===== src/rtl/ps2_keyboard_decoder_if.sv =====
// Boundary of the PS/2 keyboard decoder: raw pin inputs and decoded key outputs.
// The decoder takes the master side; whatever drives the pins and reads results takes the slave side.
interface ps2_keyboard_decoder_if;
    logic       ps2_clk;
    logic       ps2_data;
    logic [5:0] acoes;
    logic [7:0] scan_code;
    logic       scan_valid;
    logic       frame_err;

    modport master (input ps2_clk, ps2_data, output acoes, scan_code, scan_valid, frame_err);
    modport slave  (output ps2_clk, ps2_data, input acoes, scan_code, scan_valid, frame_err);
endinterface


===== src/rtl/ps2_keyboard_decoder.sv =====
// PS/2 set-2 keyboard front-end: pin sync, clock deglitch, 11-bit deframing and
// make/break/extended decode into a held-key bitmap.
module ps2_keyboard_decoder #(
    parameter int FILTER_LEN     = 8,
    parameter int TIMEOUT_CYCLES = 50000
) (
    input  logic                   clock,
    input  logic                   reset,
    ps2_keyboard_decoder_if.master bus
);
    localparam int FW = $clog2(FILTER_LEN + 1);
    localparam int TW = $clog2(TIMEOUT_CYCLES + 1);

    typedef enum logic [1:0] {IDLE, DATA, PARITY, STOP} state_t;

    logic [1:0]    clk_sync_q, data_sync_q;
    logic          clk_filt_q, clk_filt_d, clk_prev_q;
    logic [FW-1:0] filt_cnt_q, filt_cnt_d;
    logic          fall;
    logic          data_bit;

    state_t        state_q, state_d;
    logic [2:0]    bit_cnt_q, bit_cnt_d;
    logic [7:0]    shift_q, shift_d;
    logic          parity_q, parity_d;
    logic [TW-1:0] to_cnt_q, to_cnt_d;
    logic          ext_q, ext_d, brk_q, brk_d;
    logic [5:0]    acoes_q, acoes_d;
    logic [7:0]    scan_code_q, scan_code_d;
    logic          scan_valid_q, scan_valid_d;
    logic          frame_err_q, frame_err_d;
    logic [5:0]    key_hit;

    function automatic logic [5:0] key_mask(input logic ext, input logic [7:0] code);
        case ({ext, code})
            9'h175:  key_mask = 6'b000001;
            9'h172:  key_mask = 6'b000010;
            9'h16B:  key_mask = 6'b000100;
            9'h174:  key_mask = 6'b001000;
            9'h029:  key_mask = 6'b010000;
            9'h05A:  key_mask = 6'b100000;
            default: key_mask = 6'b000000;
        endcase
    endfunction

    // Both pins idle high, so the synchronizers and the filtered clock reset to 1.
    // NOTE: non-blocking assignments in clocked blocks so every register samples pre-edge values.
    always_ff @(posedge clock or posedge reset) begin
        if (reset) begin
            clk_sync_q  <= 2'b11;
            data_sync_q <= 2'b11;
            clk_filt_q  <= 1'b1;
            clk_prev_q  <= 1'b1;
            filt_cnt_q  <= '0;
        end else begin
            clk_sync_q  <= {clk_sync_q[0], bus.ps2_clk};
            data_sync_q <= {data_sync_q[0], bus.ps2_data};
            clk_filt_q  <= clk_filt_d;
            clk_prev_q  <= clk_filt_q;
            filt_cnt_q  <= filt_cnt_d;
        end
    end

    // NOTE: every always_comb output gets a default first, so no path can infer a latch.
    always_comb begin
        clk_filt_d = clk_filt_q;
        filt_cnt_d = '0;
        if (clk_sync_q[1] != clk_filt_q) begin
            if (filt_cnt_q == FW'(FILTER_LEN - 1)) clk_filt_d = ~clk_filt_q;
            else                                   filt_cnt_d = filt_cnt_q + 1'b1;
        end
    end

    assign fall     = clk_prev_q & ~clk_filt_q;
    assign data_bit = data_sync_q[1];

    always_ff @(posedge clock or posedge reset) begin
        if (reset) begin
            state_q      <= IDLE;
            bit_cnt_q    <= '0;
            shift_q      <= '0;
            parity_q     <= 1'b0;
            to_cnt_q     <= '0;
            ext_q        <= 1'b0;
            brk_q        <= 1'b0;
            acoes_q      <= '0;
            scan_code_q  <= '0;
            scan_valid_q <= 1'b0;
            frame_err_q  <= 1'b0;
        end else begin
            state_q      <= state_d;
            bit_cnt_q    <= bit_cnt_d;
            shift_q      <= shift_d;
            parity_q     <= parity_d;
            to_cnt_q     <= to_cnt_d;
            ext_q        <= ext_d;
            brk_q        <= brk_d;
            acoes_q      <= acoes_d;
            scan_code_q  <= scan_code_d;
            scan_valid_q <= scan_valid_d;
            frame_err_q  <= frame_err_d;
        end
    end

    always_comb begin
        state_d      = state_q;
        bit_cnt_d    = bit_cnt_q;
        shift_d      = shift_q;
        parity_d     = parity_q;
        to_cnt_d     = to_cnt_q;
        ext_d        = ext_q;
        brk_d        = brk_q;
        acoes_d      = acoes_q;
        scan_code_d  = scan_code_q;
        scan_valid_d = 1'b0;
        frame_err_d  = 1'b0;
        key_hit      = key_mask(ext_q, shift_q);

        if (fall) begin
            to_cnt_d = '0;
            case (state_q)
                IDLE: begin
                    if (!data_bit) begin
                        state_d   = DATA;
                        bit_cnt_d = '0;
                    end
                end
                DATA: begin
                    shift_d   = {data_bit, shift_q[7:1]};
                    bit_cnt_d = bit_cnt_q + 1'b1;
                    if (bit_cnt_q == 3'd7) state_d = PARITY;
                end
                PARITY: begin
                    parity_d = data_bit;
                    state_d  = STOP;
                end
                STOP: begin
                    state_d = IDLE;
                    if (data_bit && ^{shift_q, parity_q}) begin
                        scan_valid_d = 1'b1;
                        scan_code_d  = shift_q;
                        // Prefixes latch flags; keyboard status replies leave them untouched.
                        if (shift_q == 8'hE0)      ext_d = 1'b1;
                        else if (shift_q == 8'hF0) brk_d = 1'b1;
                        else if (shift_q != 8'hAA && shift_q != 8'hFA) begin
                            acoes_d = brk_q ? (acoes_q & ~key_hit) : (acoes_q | key_hit);
                            ext_d   = 1'b0;
                            brk_d   = 1'b0;
                        end
                    end else begin
                        frame_err_d = 1'b1;
                    end
                end
                default: state_d = IDLE;
            endcase
        end else if (state_q != IDLE) begin
            if (to_cnt_q == TW'(TIMEOUT_CYCLES - 1)) begin
                frame_err_d = 1'b1;
                state_d     = IDLE;
                to_cnt_d    = '0;
            end else begin
                to_cnt_d = to_cnt_q + 1'b1;
            end
        end
    end

    assign bus.acoes      = acoes_q;
    assign bus.scan_code  = scan_code_q;
    assign bus.scan_valid = scan_valid_q;
    assign bus.frame_err  = frame_err_q;
endmodule


===== src/flat_wrapper.sv =====
// flat-port wrapper written by rule: the top's interface ports become plain ports
module ps2_keyboard_decoder_flat 
#(
    parameter int FILTER_LEN     = 8,
    parameter int TIMEOUT_CYCLES = 50000
)
  (clock, reset, bus_ps2_clk, bus_ps2_data, bus_acoes, bus_scan_code, bus_scan_valid, bus_frame_err);
  ps2_keyboard_decoder_if bus_i ();
  input  logic clock;
  input  logic reset;
  input wire logic [$bits(bus_i.ps2_clk)-1:0] bus_ps2_clk;
  input wire logic [$bits(bus_i.ps2_data)-1:0] bus_ps2_data;
  output wire logic [$bits(bus_i.acoes)-1:0] bus_acoes;
  output wire logic [$bits(bus_i.scan_code)-1:0] bus_scan_code;
  output wire logic [$bits(bus_i.scan_valid)-1:0] bus_scan_valid;
  output wire logic [$bits(bus_i.frame_err)-1:0] bus_frame_err;
  assign bus_i.ps2_clk = bus_ps2_clk;
  assign bus_i.ps2_data = bus_ps2_data;
  assign bus_acoes = bus_i.acoes;
  assign bus_scan_code = bus_i.scan_code;
  assign bus_scan_valid = bus_i.scan_valid;
  assign bus_frame_err = bus_i.frame_err;
  ps2_keyboard_decoder #(.FILTER_LEN(FILTER_LEN), .TIMEOUT_CYCLES(TIMEOUT_CYCLES)) u_core (.clock(clock), .reset(reset), .bus(bus_i));
endmodule

===== config.mk =====
export PLATFORM = sky130hd
export DESIGN_NAME = ps2_keyboard_decoder_flat
export DESIGN_NICKNAME = d
export VERILOG_FILES = /design/src/rtl/ps2_keyboard_decoder_if.sv /design/src/rtl/ps2_keyboard_decoder.sv /design/src/flat_wrapper.sv
export SDC_FILE = /design/constraint.sdc
export NUM_CORES = 1
export LEC_CHECK = 0
export CORE_UTILIZATION = 62
export CTS_BUF_LIST = sky130_fd_sc_hd__clkbuf_8 sky130_fd_sc_hd__clkbuf_16
export DETAILED_ROUTE_END_ITERATION = 6
export PLACE_DENSITY = 0.92
export REMOVE_ABC_BUFFERS = 1
export SYNTH_ARGS = -nofsm -noshare
export SYNTH_HDL_FRONTEND = slang
export SYNTH_SLANG_ARGS = --single-unit

===== constraint.sdc =====
create_clock -name clock -period 3.19 [get_ports clock]
set_input_delay 0.638 -clock clock [delete_from_list [all_inputs] [get_ports clock]]
set_output_delay 0.638 -clock clock [all_outputs]
set_load 0.01 [all_outputs]

======== Yosys cells after proc, flatten, opt, wreduce, memory -nomap -nowiden ========
Index checks and enable logic that the tools add are counted.
operators by class
  add/subtract/negate cells ............... 3
  multipliers ............................. 0
  div/mod/pow operators ................... 0
  order comparisons ....................... 0
  equality and inequality tests ........... 21
  shift-type cells ........................ 0
  multiplexer cells ....................... 27
  bitwise operators ....................... 7
  reduce and logical (&&, ||, !) cells .... 19
operator list
  cell                   count
  $mux 16                3
  $eq 9x9->1 const B     4
  $pmux 6 s6             1
  $add 16x1->16 const B  1
  $eq 16x16->1 const B   1
  $eq 8x8->1 const B     2
  $ne 8x8->1 const B     2
  $mux 1                 12
  $reduce_bool 2->1      6
  $mux 2                 5
  $reduce_and 5->1       2
  $eq 9x6->1 const B     1
  $eq 9x7->1 const B     1
  $reduce_xor 9->1       1
  $mux 4                 2
  $pmux 2 s4             1
  $and 6x6->6            1
  $mux 6                 1
  $ne 3x3->1 const B     2
  $not 6->6              1
  $or 6x6->6             1
  $pmux 3 s2             1
  $reduce_and 2->1       3
  $reduce_and 3->1       2
  other kinds (16)       20
word-level totals
  bits in registers ....................... 58
  bits in latches ......................... 0
  bits in writable memories ............... 0
  bits in read-only memories .............. 0
  input port bits ......................... 4
  output and inout bits ................... 16
  logic and storage cells ................. 93
  memories ................................ 0

======== Longest topological paths before layout ========
Gate-level depths: netlist (run 1).
  depth after elaboration ................. 5
  depth in mapped cells ................... 7
  depth with buffers taken out ............ 6

======== Worst setup path after synthesis (run 1) ========
No wires, ideal clock.
  kind .................................... reg2reg
  from .................................... register u_core.clk_prev_q
  to ...................................... register (tool-made name)
  setup time .............................. 0.125 ns
  data arrival time ....................... 1.989 ns
  required time ........................... 3.065 ns
  setup slack ............................. 1.076 ns
  stages on the path, launching flop included .. 7
  buffers on the path ..................... 1
  clock period less this slack ............ 2.114 ns
  path through ............................ dfstp_2 > nor2b_2 > buf_4 > nand3_2 > or4b_1 > or3_1 > mux2_4
RTL lines
  what                    RTL line                    RTL
  from (decl)             ps2_keyboard_decoder.sv:17  logic clk_filt_q, clk_filt_d, clk_prev_q;
  from (signal assigned)  ps2_keyboard_decoder.sv:59  clk_prev_q <= clk_filt_q;

==> results.md, run 1 <==
- Die Area: approximately 0.0048 mm²
- Post-route cell area: between 0.003 and 0.004 mm²
- Power Density: roughly 550 mW/mm²
- Status: completed
- # diodes: 0
- Async SR Flop Fraction: between 90% and 100%
- EDFF count, synth: 0
- Worst-path clk slew: about 0.060 ns
- Starting DRC count in detailed routing: around 220
- WL per Instance: between 15 and 20 µm
- Top_reg_cell synth: dfrtp_1
- Worst skew pair latency: around 0.34 ns
- Syn Area/Cell: approximately 12 µm²
- Final #Nets: around 280
- Initial DRT Pass Iterations: 4
- Final hold violations: 0
- Fmax: around 430 MHz
- CP arrival: between 2 and 3 ns
- DRT Wirelength: 5680 µm
- Cell area after synthesis: ~0.0028 mm²
- Number of remaining DRC errors: 0
- PortBufs: 19
- Placed insts: 312
- Area leader, netlist: dfrtp_1
- Maxcap violations: 0
- Die width: 69.5 µm
- Most frequent cell after synthesis: dfrtp_1
- DP Area: 0.00306 mm²
- Crit end category: flip-flop
- Setup_tns: 0 ns
- Initial core utilization: between 60% and 70%
- Req. time, crit path: 3.41 ns
- Bufs on Longest Clock Path: 2
- Cts bufs inserted: 9
- Clock H-tree levels: 3
- Syn-to-layout area delta: 16.2%
- Postcts setup bufs: 0
- Syn Inst Count: about 250
- First-pass GRT wire length: 9760 µm
- Fill cells: between 200 and 300
- Slew of the pin with the lowest slew margin: approximately 0.7 ns
- DRT antenna net count: 0
- DR vias: approximately 2000
- CTS resizes: 0
- GPL Wtd Cong: approximately 0.91
- Fin. max-slew vios: 0
- Die Span Y: 69.5 µm
- Core Area: about 0.0044 mm²
- Root Driver: clkbuf_8
- DP Wirelength: 3500 µm
- Post-CTS Hold Buffers: 0
- Initial antenna violation count: 0
- Synth cell types: just under 50
- Largest net degree at the start of global routing: 33
- Slew headroom: 52.4%
- Layout cells sized above 1: between 20% and 30%
- Kind of critical path: flip-flop to flip-flop
- Synth cell count leaders: dfrtp_1, mux2_2, nor2_1
- RSZ-0062 raised after global routing: no
- Final Critical Period: 2.34 ns
- Total congestion overflow: 0
- Synth warn: 0
- Period utilization: between 70% and 80%
- Register area share after synthesis: between 50% and 60%
- # IOs: 20
- Hold Path Class: flip-flop to flip-flop
- Clock sink count: slightly below 60
- Fin cells: roughly 330
- Final design utilization: approximately three quarters
- Area contributors post-synth: dfrtp_1, mux2_2, dfstp_2
- Routed vias/inst: about 6
- Setup Viol. Count Final: 0
- #FFs+latches synth: just under 60
- Synth top area share: a little under half
- Crit Path Max Fanout: 18
- Clk_skew: 0.00560 ns
- Worst vdd ir: approximately 480 µV
- Vias in the first global route: slightly above 2000
- Total power: approximately 0.0018 W
- GRT Util Overall: 26.4%
- Critical path launch point type: flip-flop
- Static Leak: 1.52 nW
- CTS tree: yes
- Core Rows: 24
==> logic make-up (layout without fill, tap and decap cells) <==
kind of cell / count (synthesis) / in the layout / share of synthesized area, %
AND/OR/NAND/NOR: 94 / 94 / 18.4
flip-flops: 58 / 58 / 51.7
buffers and inverters: 13 / 44 / 2.17
AO/OA/AOI/OAI: 26 / 26 / 5.90
multiplexers: 24 / 24 / 9.67
XOR/XNOR: 21 / 21 / 8.20
adder cells (fa/ha/maj): 9 / 9 / 3.99
==> stage by stage <==
| stage | hold WS (ns) | setup slack [ns] |
|---|---|---|
| floorplan | 0.345 | 0.836 |
| global placement | 0.346 | 0.958 |
| detailed placement | 0.347 | 0.903 |
| CTS | 0.360 | 0.866 |
| global route | 0.363 | 0.789 |
| finish | 0.359 | 0.853 |
==> report_power, final <==
part	switching [W]	internal, W	total, W
Combinational	0.000149	0.0000840	0.000233
Sequential	0.0000431	0.000788	0.000831
Clock	0.000287	0.000455	0.000742
==> critical path, stage by stage (launching register included) <==
cell and delay, ns:
dfstp_2 0.54, nor2b_2 0.15, buf_4 0.22, nand3_2 0.13, or4b_1 0.50, or3_1 0.38, mux2_4 0.30
==> layer usage <==
layer	share of wire [%]	track usage, %	routed length (µm)	up-vias
li1	-	-	-	922
met1	44	34.6	2500	1011
met2	49	41.7	2780	55
met3	5.1	8.28	289	13
met4	1.8	9.07	104	0
met5	0	0	0	-
==> layout by cell type, fill, tap and decap left out, types with 2 or more instances in the layout <==
cell             count
dfstp_2              6
xor2_1               8
clkbuf_8            10
nor4_1               2
clkdlybuf4s50_1     19
dfrtp_1             52
or3_1                3
inv_1                6
xnor2_1             10
a211oi_1             3
nand3_1             15
nand2b_1             4
and3_1               4
nand2_1             17
nand4_1              4
and4_1               3
nor4b_1              2
a22o_1               2
bufinv_16            2
clkinv_2             2
ha_1                 9
buf_4                3
nor2b_1              5
or3b_2               2
a21oi_1              6
o22ai_1              2
a21boi_0             2
o21ai_0              6
nor3_1               5
mux2_2              22
nor2_1              19
==> worst paths after layout <==
kind | start | to | slack (ns) | cells past startpoint
max in group asynchronous | reset | u_core.clk_filt_q$_DFFE_PP1P_ | 1.74 | 3
worst max-delay path | u_core.clk_prev_q$_DFF_PP1_ | flip-flop | 0.85 | 6
worst min register to register | u_core.data_sync_q[0]$_DFF_PP1_ | u_core.data_sync_q[1]$_DFF_PP1_ | 0.36 | 0
worst min-delay path | u_core.data_sync_q[0]$_DFF_PP1_ | u_core.data_sync_q[1]$_DFF_PP1_ | 0.36 | 0
min in group asynchronous | reset | u_core.shift_q[0]$_DFFE_PP0P_ | 0.70 | 2
worst max register to register | u_core.clk_prev_q$_DFF_PP1_ | flip-flop | 0.85 | 6
==> final cells by class <==
cell class | count | area (µm²) | share of cell area (%)
Sequential cell | 58 | 1460 | 44.5
Multi-Input combinational cell | 174 | 1300 | 39.7
Timing Repair Buffer | 22 | 213 | 6.49
Clock buffer | 10 | 138 | 4.20
Clock inverter | 6 | 81.3 | 2.48
Tap cell | 52 | 65.1 | 1.98
Inverter | 6 | 22.5 | 0.687
Note: power is estimated with default switching activity, not from simulation.
==> run 2: changes to the inputs <==
- CORE_UTILIZATION: 62 -> 52
- PLACE_DENSITY: 0.92 -> 0.84
- clock period: 3.19 -> 1.9 ns (I/O delays scaled with it)
==> results.md, run 2 (synthesis gave the netlist of run 1 again) <==
- Starting DRC count in detailed routing: 106 (-51%)
- Clk pwr share: 34.8% (-6.3 points)
- Slew of the pin with the lowest slew margin: 0.402 ns (-0.309 ns)
- Place WS: -0.158 ns (-1.06 ns)
- GRT Util Overall: 22.6% (-3.8 points)
- Status: finished, violations left
- Setup Viol. Count Final: 16 (+16)
- Routed vias/inst: 5.47 (-10%)
- DR vias: 2041 (+2.0%)
- # diodes: 0 (unchanged)
- Cts bufs inserted: 9 (unchanged)
- Clock H-tree levels: 3 (unchanged)
- Maxcap violations: 0 (unchanged)
- Sw Pwr: 0.000804 W (+68%)
- Bufs on Longest Clock Path: 2 (unchanged)
- Die width: 75.7 µm (+8.9%)
- FF-to-FF path depth: 5 (-1)
- Slew headroom: 72.9% (+20 points)
- CTS tree: yes
- Core Rows: 26 (+8.3%)
- Comb pwr share: 18.1% (+5.2 points)
- Period utilization: 108% (+35 points)
- Fin cells: 373 (+14%)
- Sequential Power Share: 47.1% (+1.1 points)
- Final #Nets: 311 (+9.5%)
- Placed insts: 354 (+13%)
- Reg2reg start: u_core.shift_q[6]$_DFFE_PP0P_
- Failing checks: setup timing
- Final Critical Period: 2.05 ns (-0.284 ns)
- Most common cell after layout, fill and taps aside: dfrtp_1
- Total congestion overflow: 0 (unchanged)
- RSZ-0062 raised after global routing: yes
- Sw frac: 27.5% (+0.91 points)
- CP arrival: 2.28 ns (-0.28 ns)
- WL per Instance: 15.5 µm (-11%)
- Internal power: 0.00213 W (+60%)
- Worst skew pair latency: 0.34 ns (about the same)
- First-pass GRT wire length: 9180 µm (-5.9%)
- PortBufs: 19 (unchanged)
- Root Driver: clkbuf_8
- Initial core utilization: 54.5% (-10 points)
- Worst vdd ir: 653 µV (+36%)
- Initial DRT Pass Iterations: 4 (unchanged)
- Static Leak: 1.66 nW (+9.7%)
- Final hold violations: 0 (unchanged)
- Syn-to-layout area delta: 25.5%
- Fmax: 487 MHz (+14%)
- Fin. max-slew vios: 0 (unchanged)
- DRT antenna net count: 0 (unchanged)
- DP Wirelength: 3990 µm (+14%)
- Req. time, crit path: 2.13 ns (-1.28 ns)
- Hold Path Class: primary input to async pin
- Layout cells sized above 1: 29.7% (+9.4 points)
- Post-route cell area: 0.00354 mm² (+8.0%)
- GPL Wtd Cong: 0.886 (-2.3%)
- Die Span Y: 75.7 µm (+8.9%)
- Power Density: 827 mW/mm² (+50%)
- Clk_skew: 0.00670 ns (+0.00110 ns)
- Most frequent cells in the layout: dfrtp_1, buf_4, mux2_2, nor2_1, clkdlybuf4s50_1
- Number of remaining DRC errors: 0 (unchanged)
- Crit Path Max Fanout: 4 (-14)
- Critical path launch point type: flip-flop
- Final setup margin: -0.153 ns (-1.01 ns)
- # IOs: 20 (unchanged)
- Largest net degree at the start of global routing: 26 (-21%)
- Clock sink count: 58 (unchanged)
- Vias in the first global route: 1998 (-0.70%)
- Core Area: 0.00517 mm² (+19%)
- DRT Wirelength: 5770 µm (+1.6%)
- Crit end category: flip-flop
- Kind of critical path: flip-flop to flip-flop
- Worst-path clk slew: 0.06 ns (about the same)
- Initial antenna violation count: 0 (unchanged)
- DP Area: 0.00329 mm² (+7.4%)
- Die Area: 0.00572 mm² (+19%)
- Reg-to-reg slack, setup: -0.15 ns (-1.01 ns)
## run 2: per-layer routing
metal	track usage, %	up-vias	part of all wire, %
met5	0	-	0
met4	12.6	0	3.1
met3	5.29	18	3.3
met2	35.7	43	49
met1	28.8	998	44
li1	-	982	-
## run 2: how the worst max path moves through the flow
stage          slack, ns  cells past startpoint                          start        end
5_1_grt            -0.21                      5  u_core.shift_q[6]$_DFFE_PP0P_  flip-flop
2_1_floorplan      -0.45                      5    u_core.clk_prev_q$_DFF_PP1_  flip-flop
3_3_place_gp       -0.12                      5    u_core.clk_prev_q$_DFF_PP1_  flip-flop
3_5_place_dp       -0.16                      5    u_core.clk_prev_q$_DFF_PP1_  flip-flop
4_1_cts            -0.12                      5  u_core.shift_q[7]$_DFFE_PP0P_  flip-flop
6_report           -0.15                      5  u_core.shift_q[6]$_DFFE_PP0P_  flip-flop
## run 2: critical path, stage by stage, from the launching register on
cell and delay [ns]:
dfrtp_1 0.42, nor2b_1 0.21, nand4_1 0.16, or3b_2 0.54, nor4_2 0.25, mux2_2 0.37
## run 2: stage by stage
| step | TNS, ns | util (%) | hold slack [ns] | power (W) |
|---|---|---|---|---|
| 2_1_floorplan | -0.736 | - | 0.345 | 0.00168 |
| 3_3_place_gp | -0.762 | 63.6 | 0.346 | 0.00187 |
| 3_5_place_dp | -1.13 | 63.6 | 0.347 | 0.00189 |
| 4_1_cts | -1.12 | 67.7 | 0.342 | 0.00294 |
| 5_1_grt | -2.63 | 68.5 | 0.359 | 0.00307 |
| 6_report | -1.28 | 68.5 | 0.341 | 0.00293 |
## run 2: timing repair
item,CTS,global route
setup buffers,0,3
gates resized for setup,8,3
hold buffers,0,0
setup endpoints to repair,14,17
pin swaps,4,4
## run 2: cell type report
type	count	area (µm²)
fillers	350	1630
well taps	70	87.6
clock inverters	4	17.5
clock buffers	12	165
flip-flops and latches	58	1460
repair buffers	49	444
multi-input cells	174	1350
inverters	6	22.5
## run 2: power by group through the flow
stage | clock network [W] | logic [W] | registers (W)
after floorplan | 0 | 0.000288 | 0.00139
after global placement | 0 | 0.000475 | 0.00139
after detailed placement | 0 | 0.000493 | 0.00140
after CTS | 0.00105 | 0.000511 | 0.00138
after global routing | 0.00109 | 0.000594 | 0.00139
final | 0.00102 | 0.000530 | 0.00138
